==> src/rtl/tri_bus_arbiter.sv <==
// Round-robin owner sequencer for a shared pulled-low tri-state bus.
// One registered one-hot grant at a time, separated by an all-released turnaround.
module tri_bus_arbiter #(
    parameter int unsigned N_REQ    = 4,
    parameter int unsigned TURN_CYC = 1,
    parameter int unsigned MAX_HOLD = 16
) (
    input  logic                       clk,
    input  logic                       rst_n,
    input  logic [N_REQ-1:0]           req,
    output logic [N_REQ-1:0]           gnt,
    output logic [N_REQ-1:0]           oe,
    output logic [$clog2(N_REQ)-1:0]   owner,
    output logic                       busy,
    output logic                       preempt
);

    localparam int unsigned OW       = $clog2(N_REQ);
    localparam int unsigned HOLD_SAT = (MAX_HOLD == 0) ? 1 : MAX_HOLD;
    localparam int unsigned HW       = $clog2(HOLD_SAT + 1);
    localparam int unsigned TW       = $clog2(TURN_CYC + 1);

    typedef enum logic [1:0] {
        S_IDLE,
        S_OWN,
        S_TURN
    } state_t;

    state_t              r_state;
    state_t              w_state_nxt;
    logic [N_REQ-1:0]    r_gnt;
    logic [N_REQ-1:0]    w_gnt_nxt;
    logic [OW-1:0]       r_owner;
    logic [OW-1:0]       w_owner_nxt;
    logic                r_busy;
    logic                w_busy_nxt;
    logic                r_preempt;
    logic                w_preempt_nxt;
    logic [OW-1:0]       r_rr_ptr;
    logic [OW-1:0]       w_rr_ptr_nxt;
    logic [HW-1:0]       r_hold_cnt;
    logic [HW-1:0]       w_hold_cnt_nxt;
    logic [TW-1:0]       r_turn_cnt;
    logic [TW-1:0]       w_turn_cnt_nxt;

    logic                w_found;
    logic [OW-1:0]       w_win;
    logic [OW-1:0]       w_cand;
    logic                w_others_waiting;
    logic                w_hold_limit;

    // Scan starts just after the last winner, so the winner drops to lowest priority.
    always_comb begin
        w_found = 1'b0;
        w_win   = '0;
        w_cand  = '0;
        for (int unsigned i = 1; i <= N_REQ; i++) begin
            w_cand = OW'((32'(r_rr_ptr) + i) % N_REQ);
            if (!w_found && req[w_cand]) begin
                w_found = 1'b1;
                w_win   = w_cand;
            end
        end
    end

    assign w_others_waiting = |(req & ~r_gnt);
    assign w_hold_limit     = (MAX_HOLD != 0) && (r_hold_cnt == HW'(HOLD_SAT));

    always_comb begin
        w_state_nxt    = r_state;
        w_gnt_nxt      = r_gnt;
        w_owner_nxt    = r_owner;
        w_busy_nxt     = r_busy;
        w_preempt_nxt  = 1'b0;
        w_rr_ptr_nxt   = r_rr_ptr;
        w_hold_cnt_nxt = r_hold_cnt;
        w_turn_cnt_nxt = r_turn_cnt;

        case (r_state)
            S_IDLE: begin
                if (w_found) begin
                    w_state_nxt       = S_OWN;
                    w_gnt_nxt         = '0;
                    w_gnt_nxt[w_win]  = 1'b1;
                    w_owner_nxt       = w_win;
                    w_busy_nxt        = 1'b1;
                    w_rr_ptr_nxt      = w_win;
                    w_hold_cnt_nxt    = HW'(1);
                end
            end

            S_OWN: begin
                // A release wins over a preemption landing on the same edge.
                if (!req[r_owner]) begin
                    w_state_nxt    = S_TURN;
                    w_gnt_nxt      = '0;
                    w_busy_nxt     = 1'b0;
                    w_turn_cnt_nxt = TW'(1);
                end else if (w_hold_limit && w_others_waiting) begin
                    w_state_nxt    = S_TURN;
                    w_gnt_nxt      = '0;
                    w_busy_nxt     = 1'b0;
                    w_preempt_nxt  = 1'b1;
                    w_turn_cnt_nxt = TW'(1);
                end else if (r_hold_cnt != HW'(HOLD_SAT)) begin
                    w_hold_cnt_nxt = r_hold_cnt + HW'(1);
                end
            end

            S_TURN: begin
                if (r_turn_cnt == TW'(TURN_CYC)) begin
                    w_state_nxt = S_IDLE;
                end else begin
                    w_turn_cnt_nxt = r_turn_cnt + TW'(1);
                end
            end

            default: begin
                w_state_nxt = S_IDLE;
                w_gnt_nxt   = '0;
                w_busy_nxt  = 1'b0;
            end
        endcase
    end

    always_ff @(posedge clk or negedge rst_n) begin
        if (!rst_n) begin
            r_state    <= S_IDLE;
            r_gnt      <= '0;
            r_owner    <= '0;
            r_busy     <= 1'b0;
            r_preempt  <= 1'b0;
            r_rr_ptr   <= OW'(N_REQ - 1);
            r_hold_cnt <= '0;
            r_turn_cnt <= '0;
        end else begin
            r_state    <= w_state_nxt;
            r_gnt      <= w_gnt_nxt;
            r_owner    <= w_owner_nxt;
            r_busy     <= w_busy_nxt;
            r_preempt  <= w_preempt_nxt;
            r_rr_ptr   <= w_rr_ptr_nxt;
            r_hold_cnt <= w_hold_cnt_nxt;
            r_turn_cnt <= w_turn_cnt_nxt;
        end
    end

    assign gnt     = r_gnt;
    assign oe      = r_gnt;
    assign owner   = r_owner;
    assign busy    = r_busy;
    assign preempt = r_preempt;

endmodule

==> config.mk <==
export PLATFORM = sky130hd
export DESIGN_NAME = tri_bus_arbiter
export DESIGN_NICKNAME = d
export VERILOG_FILES = /design/src/rtl/tri_bus_arbiter.sv
export SDC_FILE = /design/constraint.sdc
export NUM_CORES = 1
export LEC_CHECK = 0
export BUFFER_PORTS_ARGS = -buffer_cell sky130_fd_sc_hd__buf_2
export CAP_MARGIN = 20
export CELL_PAD_IN_SITES_DETAIL_PLACEMENT = 2
export CELL_PAD_IN_SITES_GLOBAL_PLACEMENT = 2
export CORE_MARGIN = 1.5
export CORE_UTILIZATION = 34
export CTS_CLUSTER_SIZE = 28
export DETAILED_ROUTE_END_ITERATION = 8
export GPL_ROUTABILITY_DRIVEN = 0
export GPL_TIMING_DRIVEN = 0
export PLACE_DENSITY = 0.73
export SLEW_MARGIN = 0
export SYNTH_ARGS = -nofsm -noshare
export SYNTH_HDL_FRONTEND = slang
export SYNTH_SLANG_ARGS = --single-unit
==> constraint.sdc <==
create_clock -name clk -period 2.1 [get_ports clk]
set_clock_uncertainty 0.05 [all_clocks]
set_input_delay 0.63 -clock clk [delete_from_list [all_inputs] [get_ports clk]]
set_output_delay 0.63 -clock clk [all_outputs]
set_load 0.01 [all_outputs]
==> flow_metrics.env, run 1 <==
export IMPL_status="finished with violations"
export IMPL_violated_checks="DRC"
export IMPL_drive_above_1_share_pct=30.8
export IMPL_die_h_um=58.3
export IMPL_dp_cells=147
export IMPL_nFillCells=302
export IMPL_synth_top_cells_by_area="dfrtp_1, dfstp_2, mux2i_1"
export IMPL_place_port_buffers=17
export IMPL_final_worst_path_period_share_pct=93.2
export IMPL_max_freq_ghz=0.511
export IMPL_clock_buffer_depth=2
export IMPL_layout_cells_most_common="buf_2"
export IMPL_clock_root_buffer="clkbuf_4"
export IMPL_clock_sinks=18
export IMPL_core_area_um2=2830
export IMPL_synthDominantCellAreaShare_pct=38.5
export IMPL_fp_row_count=19
export IMPL_first_global_vias=922
export IMPL_synth_enable_flop_cells=0
export IMPL_power_static_leakage_nw=0.571
export IMPL_area_sequential_um2=453
export IMPL_tritoncts_num_buffers=3
export IMPL_antenna_violations_before_repair=0
export IMPL_cts_repair_resize_count=0
export IMPL_worst_setup_path_start_kind="register"
export IMPL_worst_path_slowest_cell="or4b_2"
export IMPL_postSynthNetCount=107
export IMPL_synth_seq_area_share_pct=43.6
export IMPL_max_stage_delay_ps=640
export IMPL_tritoncts="done"
export IMPL_critical_path_arrival_ps=2070
export IMPL_critical_path_required_ps=2210
export IMPL_layout_min_cycle_time_ps=1960
export IMPL_finish_cell_count_without_fillers=151
export IMPL_yosys_register_bits=18
export IMPL_critPathMaxFanout=4
export IMPL_insertion_delay_ps=300
export IMPL_setup_worst_path_class="reg -> reg"
export IMPL_dp_hpwl_um=1980
export IMPL_per_cell_via_count_in_the_routed_design=5.84
export IMPL_global_route_wire_length_before_repair_um=4450
export IMPL_ys_dominant_reg_cell="dfrtp_1"
export IMPL_drc=2
export IMPL_post_synth_top_area_cell="dfrtp_1"
export IMPL_antenna_cells=0
export IMPL_hold_buf_cts=0
export IMPL_synth_area_um2=1040
export IMPL_htreeDepth=1
export IMPL_post_layout_total_power_mw=1.70
export IMPL_floorplan_die_area_um2=3400
export IMPL_async_reset_ff_share_pct=100
export IMPL_multi_input_area_um2=529
export IMPL_initial_utilization_pct=36.8
export IMPL_rsz0062_at_grt="no"
export IMPL_setup_viol_count_final=0
export IMPL_via_count=882
export IMPL_power_per_cell_area_nw_per_um2=1410
export IMPL_global_route_overflow_total=0
export IMPL_nets=129
export IMPL_areaGrowthSynthToFinish_pct=16.0
export IMPL_worst_path_clk_slew_ps=110
export IMPL_max_slew_worst_pin_slew_ps=1040
export IMPL_drt_total_wl_um=2700
export IMPL_ir_worst_vdd_mv=0.605
export IMPL_timing_max_slew_rel_slack_pct=30.2
export IMPL_syn_area_per_cell_um2=10.5
export IMPL_syn_inst=99
export IMPL_cts_repair_timing_setup_buffer_count=0
export IMPL_global_route_usage_total_pct=17.4
export IMPL_detail_route_first_pass_iterations=6
export IMPL_timing_hold_worst_class="in -> async"
export IMPL_design_portCount=18
export IMPL_mostFrequentLayoutCells="buf_2, dfrtp_1, inv_1"
export IMPL_grt_max_degree=19
export IMPL_die_w_um=58.3
export IMPL_avgRoutedWirePerCell_um=17.9
export IMPL_yosysWarnings=0
export IMPL_timing_max_transition_violations_final=0
export IMPL_cap_violations=0
export IMPL_drt_initial_drc_count=14
export IMPL_worst_setup_path_end_kind="register"
export IMPL_hold_worst_slack_ps=198
export IMPL_finalHoldViolations=0
export IMPL_worstPathCellList="inv_1 -> ha_1 -> and4bb_2 -> or4b_2 -> o31ai_1 -> a31oi_1"
export IMPL_drt_antenna_violating_nets=0
export IMPL_synth_distinct_cells=42
==> layer usage <==
layer  up-vias  part of all wire [%]  global-route usage [%]
li1        407                     -                       -
met4         0                  0.63                    4.98
met5         -                     0                       0
met3         2                   3.4                    1.98
met2        14                    50                    29.5
met1       459                    45                    23.5
==> critical path, delay by kind of cell, from the launching register on <==
family	cells	cell delay, ps
adder cells (fa/ha/maj)	1	210
AO/OA/AOI/OAI	2	160
buffers and inverters	1	90
AND/OR/NAND/NOR	2	890
flip-flops	1	420
==> Yosys cell counts (2+ instances only) <==
master	count
nand2_1	5
o22ai_1	2
ha_1	2
dfstp_2	2
buf_4	4
nor2_1	4
dfrtp_1	16
mux2i_1	4
a21oi_1	6
o21ai_0	2
a21o_1	3
o2bb2ai_1	2
mux2_2	2
inv_1	8
nand2b_1	2
nor2b_1	6
o32ai_1	3
or3_1	2
==> state kept, by name, summed over array words and instances, names as in the netlist <==
register and count:
busy 1, gnt 4, owner 2, preempt 1, r_hold_cnt 5, r_rr_ptr 2
r_state 2, r_turn_cnt 1
==> logic make-up after synthesis <==
logic type	after synthesis	synth area share (%)
and+or+nand+nor	34	20.7
AOI/OAI and AO/OA	25	18.7
DFF	18	43.6
buffers and inverters	13	6.14
muxes	7	8.54
adders and majority gates	2	2.41
==> through the flow <==
stage | setup TNS, ps | setup WS [ps] | instance area [um^2] | util [%]
6_report | 0 | 142 | 1210 | 42.6
5_1_grt | 0 | 33.0 | 1210 | 42.6
4_1_cts | 0 | 110 | 1200 | 42.4
3_5_place_dp | -1420 | -205 | 1160 | 41.1
3_3_place_gp | -729 | -149 | 1160 | 41.1
2_1_floorplan | 0 | 295 | 1040 | -
==> area by class of cell <==
cell class | instances | share of cell area, %
multi-input cells | 68 | 43.9
flip-flops and latches | 18 | 37.6
repair buffers | 17 | 7.05
well taps | 31 | 3.22
clock buffers | 4 | 3.01
plain buffers | 5 | 2.80
inverters | 8 | 2.49
==> where the power goes <==
part,internal (mW),leakage (nW),switching (mW),total (mW)
clock,0.106,0.0210,0.116,0.222
sequential,0.488,0.224,0.157,0.645
combinational,0.400,0.326,0.429,0.830
total,0.994,0.571,0.703,1.70
==> worst paths after layout <==
check	startpoint	endpoint	slack, ps	depth (start not counted)
setup / recovery	r_hold_cnt[0]	r_hold_cnt[0]	140	6
hold / removal	rst_n	gnt[1]	200	1
setup reg to reg	r_hold_cnt[0]	r_hold_cnt[0]	140	6
hold reg to reg	r_turn_cnt	r_turn_cnt	440	1
max in group asynchronous	rst_n	r_rr_ptr[0]	1470	1
min in group clk	r_turn_cnt	r_turn_cnt	440	1
No activity file was read; power rests on OpenSTA's default activity.
==> run 2, diff against run 1 <==
--- a/config.mk
+++ b/config.mk
@@ -5,17 +5,18 @@
 export SDC_FILE = /design/constraint.sdc
 export NUM_CORES = 1
 export LEC_CHECK = 0
+export ABC_AREA = 1
 export BUFFER_PORTS_ARGS = -buffer_cell sky130_fd_sc_hd__buf_2
 export CAP_MARGIN = 20
 export CELL_PAD_IN_SITES_DETAIL_PLACEMENT = 2
 export CELL_PAD_IN_SITES_GLOBAL_PLACEMENT = 2
 export CORE_MARGIN = 1.5
-export CORE_UTILIZATION = 34
+export CORE_UTILIZATION = 32
 export CTS_CLUSTER_SIZE = 28
 export DETAILED_ROUTE_END_ITERATION = 8
 export GPL_ROUTABILITY_DRIVEN = 0
 export GPL_TIMING_DRIVEN = 0
-export PLACE_DENSITY = 0.73
+export PLACE_DENSITY = 0.76
 export SLEW_MARGIN = 0
 export SYNTH_ARGS = -nofsm -noshare
 export SYNTH_HDL_FRONTEND = slang
==> run 2 against run 1 <==
Against the previous run: the flow now finishes without violations; utilization shrank 4.5 points; fmax grew 8.0%; critical path type unchanged; critical endpoint is now r_hold_cnt[3]; total power grew 49%; largest power group unchanged; die area grew 33%; first-iteration DRC count grew 79%; critical path depth grew 6.
==> flow_metrics.env, run 2 <==
export IMPL_status="finished, final reports clean"
export IMPL_drive_above_1_share_pct=28.2
export IMPL_timing_hold_worst_class="in -> async"
export IMPL_drt_initial_drc_count=25
export IMPL_post_layout_total_power_mw=2.53
export IMPL_dp_hpwl_um=3150
export IMPL_drc=0
export IMPL_synth_enable_flop_cells=0
export IMPL_most_numerous_cell_types_in_the_synthesized_netlist="nand2_1, inv_1, dfrtp_1, nand3_1, nand2_2"
export IMPL_placed_cell_area_um2=1470
export IMPL_setup_worst_path_class="reg -> reg"
export IMPL_cts_repair_timing_setup_buffer_count=0
export IMPL_synthDominantCellAreaShare_pct=30.3
export IMPL_nets=218
export IMPL_drt_total_wl_um=3870
export IMPL_antenna_violations_before_repair=0
export IMPL_areaGrowthSynthToFinish_pct=15.3
export IMPL_largest_register_ff_count=5
export IMPL_per_cell_via_count_in_the_routed_design=4.86
export IMPL_insertion_delay_ps=260
export IMPL_floorplan_die_area_um2=4530
export IMPL_clock_root_buffer="clkbuf_8"
export IMPL_final_worst_path_period_share_pct=86.3
export IMPL_finalCoreUtilization_pct=38.1
export IMPL_via_count=1259
export IMPL_critical_path_arrival_ps=1910
export IMPL_post_route_cell_area_um2=1530
export IMPL_die_h_um=67.3
export IMPL_worstPathCellList="inv_2 -> buf_6 -> nand2_1 -> nand2_1 -> nand2_2 -> nand2_4 -> nor2_4 -> nand3_4 -> nand2_4 -> inv_2 -> nand2_1 -> nand2_1"
export IMPL_layout_cells_most_common="nand2_1"
export IMPL_global_route_usage_total_pct=20.2
export IMPL_die_w_um=67.3
export IMPL_yosysWarnings=0
export IMPL_global_route_overflow_total=0
export IMPL_worst_setup_path_end_kind="register"
export IMPL_timing_max_slew_rel_slack_pct=70.7
export IMPL_first_global_vias=1435
export IMPL_timing_max_transition_violations_final=0
export IMPL_finalHoldViolations=0
export IMPL_detail_route_first_pass_iterations=4
export IMPL_grt_max_degree=19
export IMPL_tns_ps=0
export IMPL_drt_antenna_violating_nets=0
export IMPL_worst_path_slowest_cell="dfstp_2"
export IMPL_hold_buf_cts=0
export IMPL_power_static_leakage_nw=0.858
export IMPL_synth_seq_area_share_pct=34.2
export IMPL_yosysMostFrequentCell="nand2_1"
export IMPL_htreeDepth=1
export IMPL_max_slew_worst_pin_slew_ps=440
export IMPL_tritoncts="done"
export IMPL_core_area_um2=4000
export IMPL_max_freq_ghz=0.552
export IMPL_tritoncts_num_buffers=3
export IMPL_clock_sinks=18
export IMPL_rsz0062_at_grt="no"
export IMPL_synth_area_um2=1320
export IMPL_syn_inst=188
export IMPL_fp_row_count=23
export IMPL_detailedPlace_worstSlack_ps=147
export IMPL_clock_buffer_depth=2
export IMPL_synth_top_cells_by_area="dfrtp_1, nand2_1, nand3_1"
export IMPL_cap_violations=0
export IMPL_postSynthNetCount=196
export IMPL_post_synth_top_area_cell="dfrtp_1"
export IMPL_critPathMaxFanout=10
export IMPL_worstPathBufferInverterCount=3
export IMPL_mostFrequentLayoutCells="nand2_1, inv_1, buf_2"
export IMPL_avgRoutedWirePerCell_um=14.9
export IMPL_initial_utilization_pct=33.1
export IMPL_setup_viol_count_final=0
export IMPL_max_stage_delay_ps=550
export IMPL_syn_area_per_cell_um2=7.03
export IMPL_design_portCount=18
export IMPL_critical_path_top_delay_family="simple AND/OR/NAND/NOR gates"
export IMPL_antenna_cells=0
export IMPL_top_reg_by_flops="r_hold_cnt"
export IMPL_synth_distinct_cells=25
export IMPL_worst_setup_path_start_kind="register"
export IMPL_global_route_wire_length_before_repair_um=6780
export IMPL_layout_min_cycle_time_ps=1810
export IMPL_finalWorstSetupSlack_ps=288
export IMPL_cts_repair_resize_count=0
export IMPL_yosys_register_bits=18
export IMPL_ys_dominant_reg_cell="dfrtp_1"
export IMPL_ir_worst_vdd_mv=0.578
export IMPL_place_port_buffers=17
export IMPL_worst_path_clk_slew_ps=70
export IMPL_critical_path_required_ps=2200
export IMPL_async_reset_ff_share_pct=100
export IMPL_critical_path_top_cell_by_count="nand2_1"
export IMPL_power_per_cell_area_nw_per_um2=1660
run 2: cell count changes after synthesis, moves of 5 or more:
| cell | delta |
|---|---|
| nand2_1 | +67 |
| a21oi_1 | -6 |
| nand2_2 | +11 |
| nor2_1 | +5 |
| inv_1 | +12 |
| nand3_1 | +15 |
| nor2b_1 | -6 |
| inv_2 | +5 |
run 2: logic make-up after synthesis:
kind of cell	count (synthesis)	synth area share [%]
AOI/OAI and AO/OA	12	5.87
xor gates and xnor gates	3	1.99
and+or+nand+nor	121	44.1
adders and majority gates	2	1.89
DFF	18	34.2
buffers and inverters	32	11.9
run 2: report_power, final:
| part | leakage [nW] | switching, mW | internal [mW] |
|---|---|---|---|
| Sequential | 0.225 | 0.110 | 0.477 |
| Combinational | 0.604 | 1.09 | 0.563 |
| Clock | 0.0288 | 0.122 | 0.167 |
run 2: layout make-up:
type	count	area, um^2
fill	499	2470
multi-input combinational	138	712
sequential	18	453
inverter	25	93.8
timing repair buffer	17	85.1
buffer	7	63.8
tap	50	62.6
clock buffer	4	55.1
run 2: final timing paths:
check | to | cells after the start | slack [ps] | start
max | r_hold_cnt[3] | 12 | 290 | r_rr_ptr[0]
max in group asynchronous | r_rr_ptr[1] | 1 | 1410 | rst_n
max reg2reg | r_hold_cnt[3] | 12 | 290 | r_rr_ptr[0]
min reg2reg | r_turn_cnt | 2 | 430 | r_turn_cnt
min in group clk | r_turn_cnt | 2 | 430 | r_turn_cnt
min | r_hold_cnt[1] | 1 | 260 | rst_n
run 2: stage by stage:
| stage | hold slack [ps] | instances |
|---|---|---|
| global placement | 399 | 255 |
| floorplan | 284 | 188 |
| detailed placement | 415 | 255 |
| finish | 258 | 259 |
| CTS | 268 | 259 |
| global route | 283 | 259 |
run 2: worst reg2reg max path, stage by stage (launching register included):
cell and delay (ps):
dfstp_2 550, inv_2 40, buf_6 130, nand2_1 70
nand2_1 100, nand2_2 110, nand2_4 70, nor2_4 170
nand3_4 110, nand2_4 140, inv_2 50, nand2_1 50
nand2_1 50
run 2: routing by layer:
layer  GRT usage [%]  up-vias  routed length [um]
li1                -      616                   -
met1            21.5      634                1540
met2            41.3        5                2250
met3            2.00        4                  45
met4            5.36        0                  35
met5               0        -                   0
==> run 3, diff against run 2 <==
--- a/config.mk
+++ b/config.mk
@@ -16,7 +16,7 @@
 export DETAILED_ROUTE_END_ITERATION = 8
 export GPL_ROUTABILITY_DRIVEN = 0
 export GPL_TIMING_DRIVEN = 0
-export PLACE_DENSITY = 0.76
+export PLACE_DENSITY = 0.77
 export SLEW_MARGIN = 0
 export SYNTH_ARGS = -nofsm -noshare
 export SYNTH_HDL_FRONTEND = slang
==> run 3 against run 2 <==
Against the previous run: fmax rose by 1.7%; critical endpoint is now gnt[3]; via count fell by 3.1%; worst hold slack got worse by 7.1 ps.
==> flow_metrics.env, run 3 (same netlist as run 2, synthesis figures left out) <==
export IMPL_worst_setup_path_end_kind="register"
export IMPL_tritoncts="done"
export IMPL_timing_hold_worst_class="in -> async"
export IMPL_timing_max_transition_violations_final=0
export IMPL_setup_worst_path_class="reg -> reg"
export IMPL_post_route_cell_area_um2=1530
export IMPL_area_sequential_um2=453
export IMPL_worst_setup_path_start_kind="register"
export IMPL_multi_input_area_um2=712
export IMPL_drive_above_1_share_pct=28.2
export IMPL_global_route_overflow_total=0
export IMPL_worst_path_clk_slew_ps=70
export IMPL_placed_cell_area_um2=1470
export IMPL_power_static_leakage_nw=0.858
export IMPL_clock_buffer_depth=2
export IMPL_nFillCells=475
export IMPL_max_slew_worst_pin_slew_ps=432
export IMPL_critical_path_required_ps=2250
export IMPL_max_freq_ghz=0.561
export IMPL_hold_worst_slack_ps=251
export IMPL_hold_buf_cts=0
export IMPL_place_port_buffers=17
export IMPL_drt_initial_drc_count=25
export IMPL_core_area_um2=4000
export IMPL_cap_violations=0
export IMPL_ir_worst_vdd_mv=0.642
export IMPL_global_route_usage_total_pct=19.2
export IMPL_drt_total_wl_um=3690
export IMPL_detailedPlace_worstSlack_ps=167
export IMPL_tns_ps=0
export IMPL_fp_row_count=23
export IMPL_first_global_vias=1342
export IMPL_die_w_um=67.3
export IMPL_dp_cells=255
export IMPL_finish_cell_count_without_fillers=259
export IMPL_top_reg_by_flops="r_hold_cnt"
export IMPL_status="finished, final reports clean"
export IMPL_grt_max_degree=19
export IMPL_antenna_cells=0
export IMPL_cts_repair_resize_count=0
export IMPL_floorplan_die_area_um2=4530
export IMPL_per_cell_via_count_in_the_routed_design=4.71
export IMPL_critical_path_arrival_ps=1930
export IMPL_areaGrowthSynthToFinish_pct=15.3
export IMPL_htreeDepth=1
export IMPL_clock_root_buffer="clkbuf_8"
export IMPL_cts_repair_timing_setup_buffer_count=0
export IMPL_largest_register_ff_count=5
export IMPL_mostFrequentLayoutCells="nand2_1, inv_1, buf_2"
export IMPL_critPathMaxFanout=10
export IMPL_final_worst_path_period_share_pct=84.9
export IMPL_tritoncts_num_buffers=3
export IMPL_layout_cells_most_common="nand2_1"
export IMPL_initial_utilization_pct=33.1
export IMPL_nets=218
export IMPL_clock_sinks=18
export IMPL_antenna_violations_before_repair=0
export IMPL_dp_hpwl_um=3090
export IMPL_power_per_cell_area_nw_per_um2=1650
export IMPL_layout_min_cycle_time_ps=1780
export IMPL_avgRoutedWirePerCell_um=14.2
export IMPL_die_h_um=67.3
export IMPL_insertion_delay_ps=260
export IMPL_drc=0
export IMPL_setup_viol_count_final=0
export IMPL_design_portCount=18
export IMPL_drt_antenna_violating_nets=0
export IMPL_timing_max_slew_rel_slack_pct=71.2
export IMPL_detail_route_first_pass_iterations=3
export IMPL_finalHoldViolations=0
export IMPL_post_layout_total_power_mw=2.51
export IMPL_global_route_wire_length_before_repair_um=6530
export IMPL_rsz0062_at_grt="no"
export IMPL_finalWorstSetupSlack_ps=318
export IMPL_finalCoreUtilization_pct=38.1
export IMPL_via_count=1220
==> run 3: cell counts in the layout (fill, tap and decap cells not counted) <==
No cell type changed its count.
==> run 3: power by group <==
group          total (mW)  internal (mW)  switching (mW)  leakage [nW]
clock               0.290          0.167           0.123        0.0288
sequential          0.589          0.477           0.112         0.225
combinational        1.63          0.562            1.07         0.604
==> run 3: final cells by class <==
| cell class | count | share of cell area, % |
|---|---|---|
| tap | 50 | 4.10 |
| buffer | 7 | 4.18 |
| clock buffer | 4 | 3.61 |
| sequential | 18 | 29.7 |
| inverter | 25 | 6.15 |
| multi-input combinational | 138 | 46.7 |
| timing repair buffer | 17 | 5.58 |
==> run 3: path summary, 6_finish.rpt <==
check	start	endpoint	slack (ps)	cells past startpoint
worst min register to register	r_turn_cnt	r_turn_cnt	430	2
worst min-delay path	rst_n	r_hold_cnt[1]	250	1
worst max-delay path	r_rr_ptr[0]	gnt[3]	320	12
worst max register to register	r_rr_ptr[0]	gnt[3]	320	12
min in group clk	r_turn_cnt	r_turn_cnt	430	2
max in group asynchronous	rst_n	r_rr_ptr[0]	1420	1
==> run 3: metal layers <==
metal	wire (um)	GRT usage, %	part of all wire, %
met5	0	0	0
met4	34	6.12	0.92
met3	29	1.50	0.79
met2	2080	35.6	56
met1	1550	23.3	42
==> run 3: critical path, cell delays in order, from the launching register on <==
cell and delay [ps]:
dfstp_2 550, inv_2 40, buf_6 140, nand2_2 60, nand2_1 50, nand2_1 60, nand2_1 80, inv_1 120
nor2_4 60, a21boi_2 160, buf_6 180, nand3_1 90, nand2_1 80
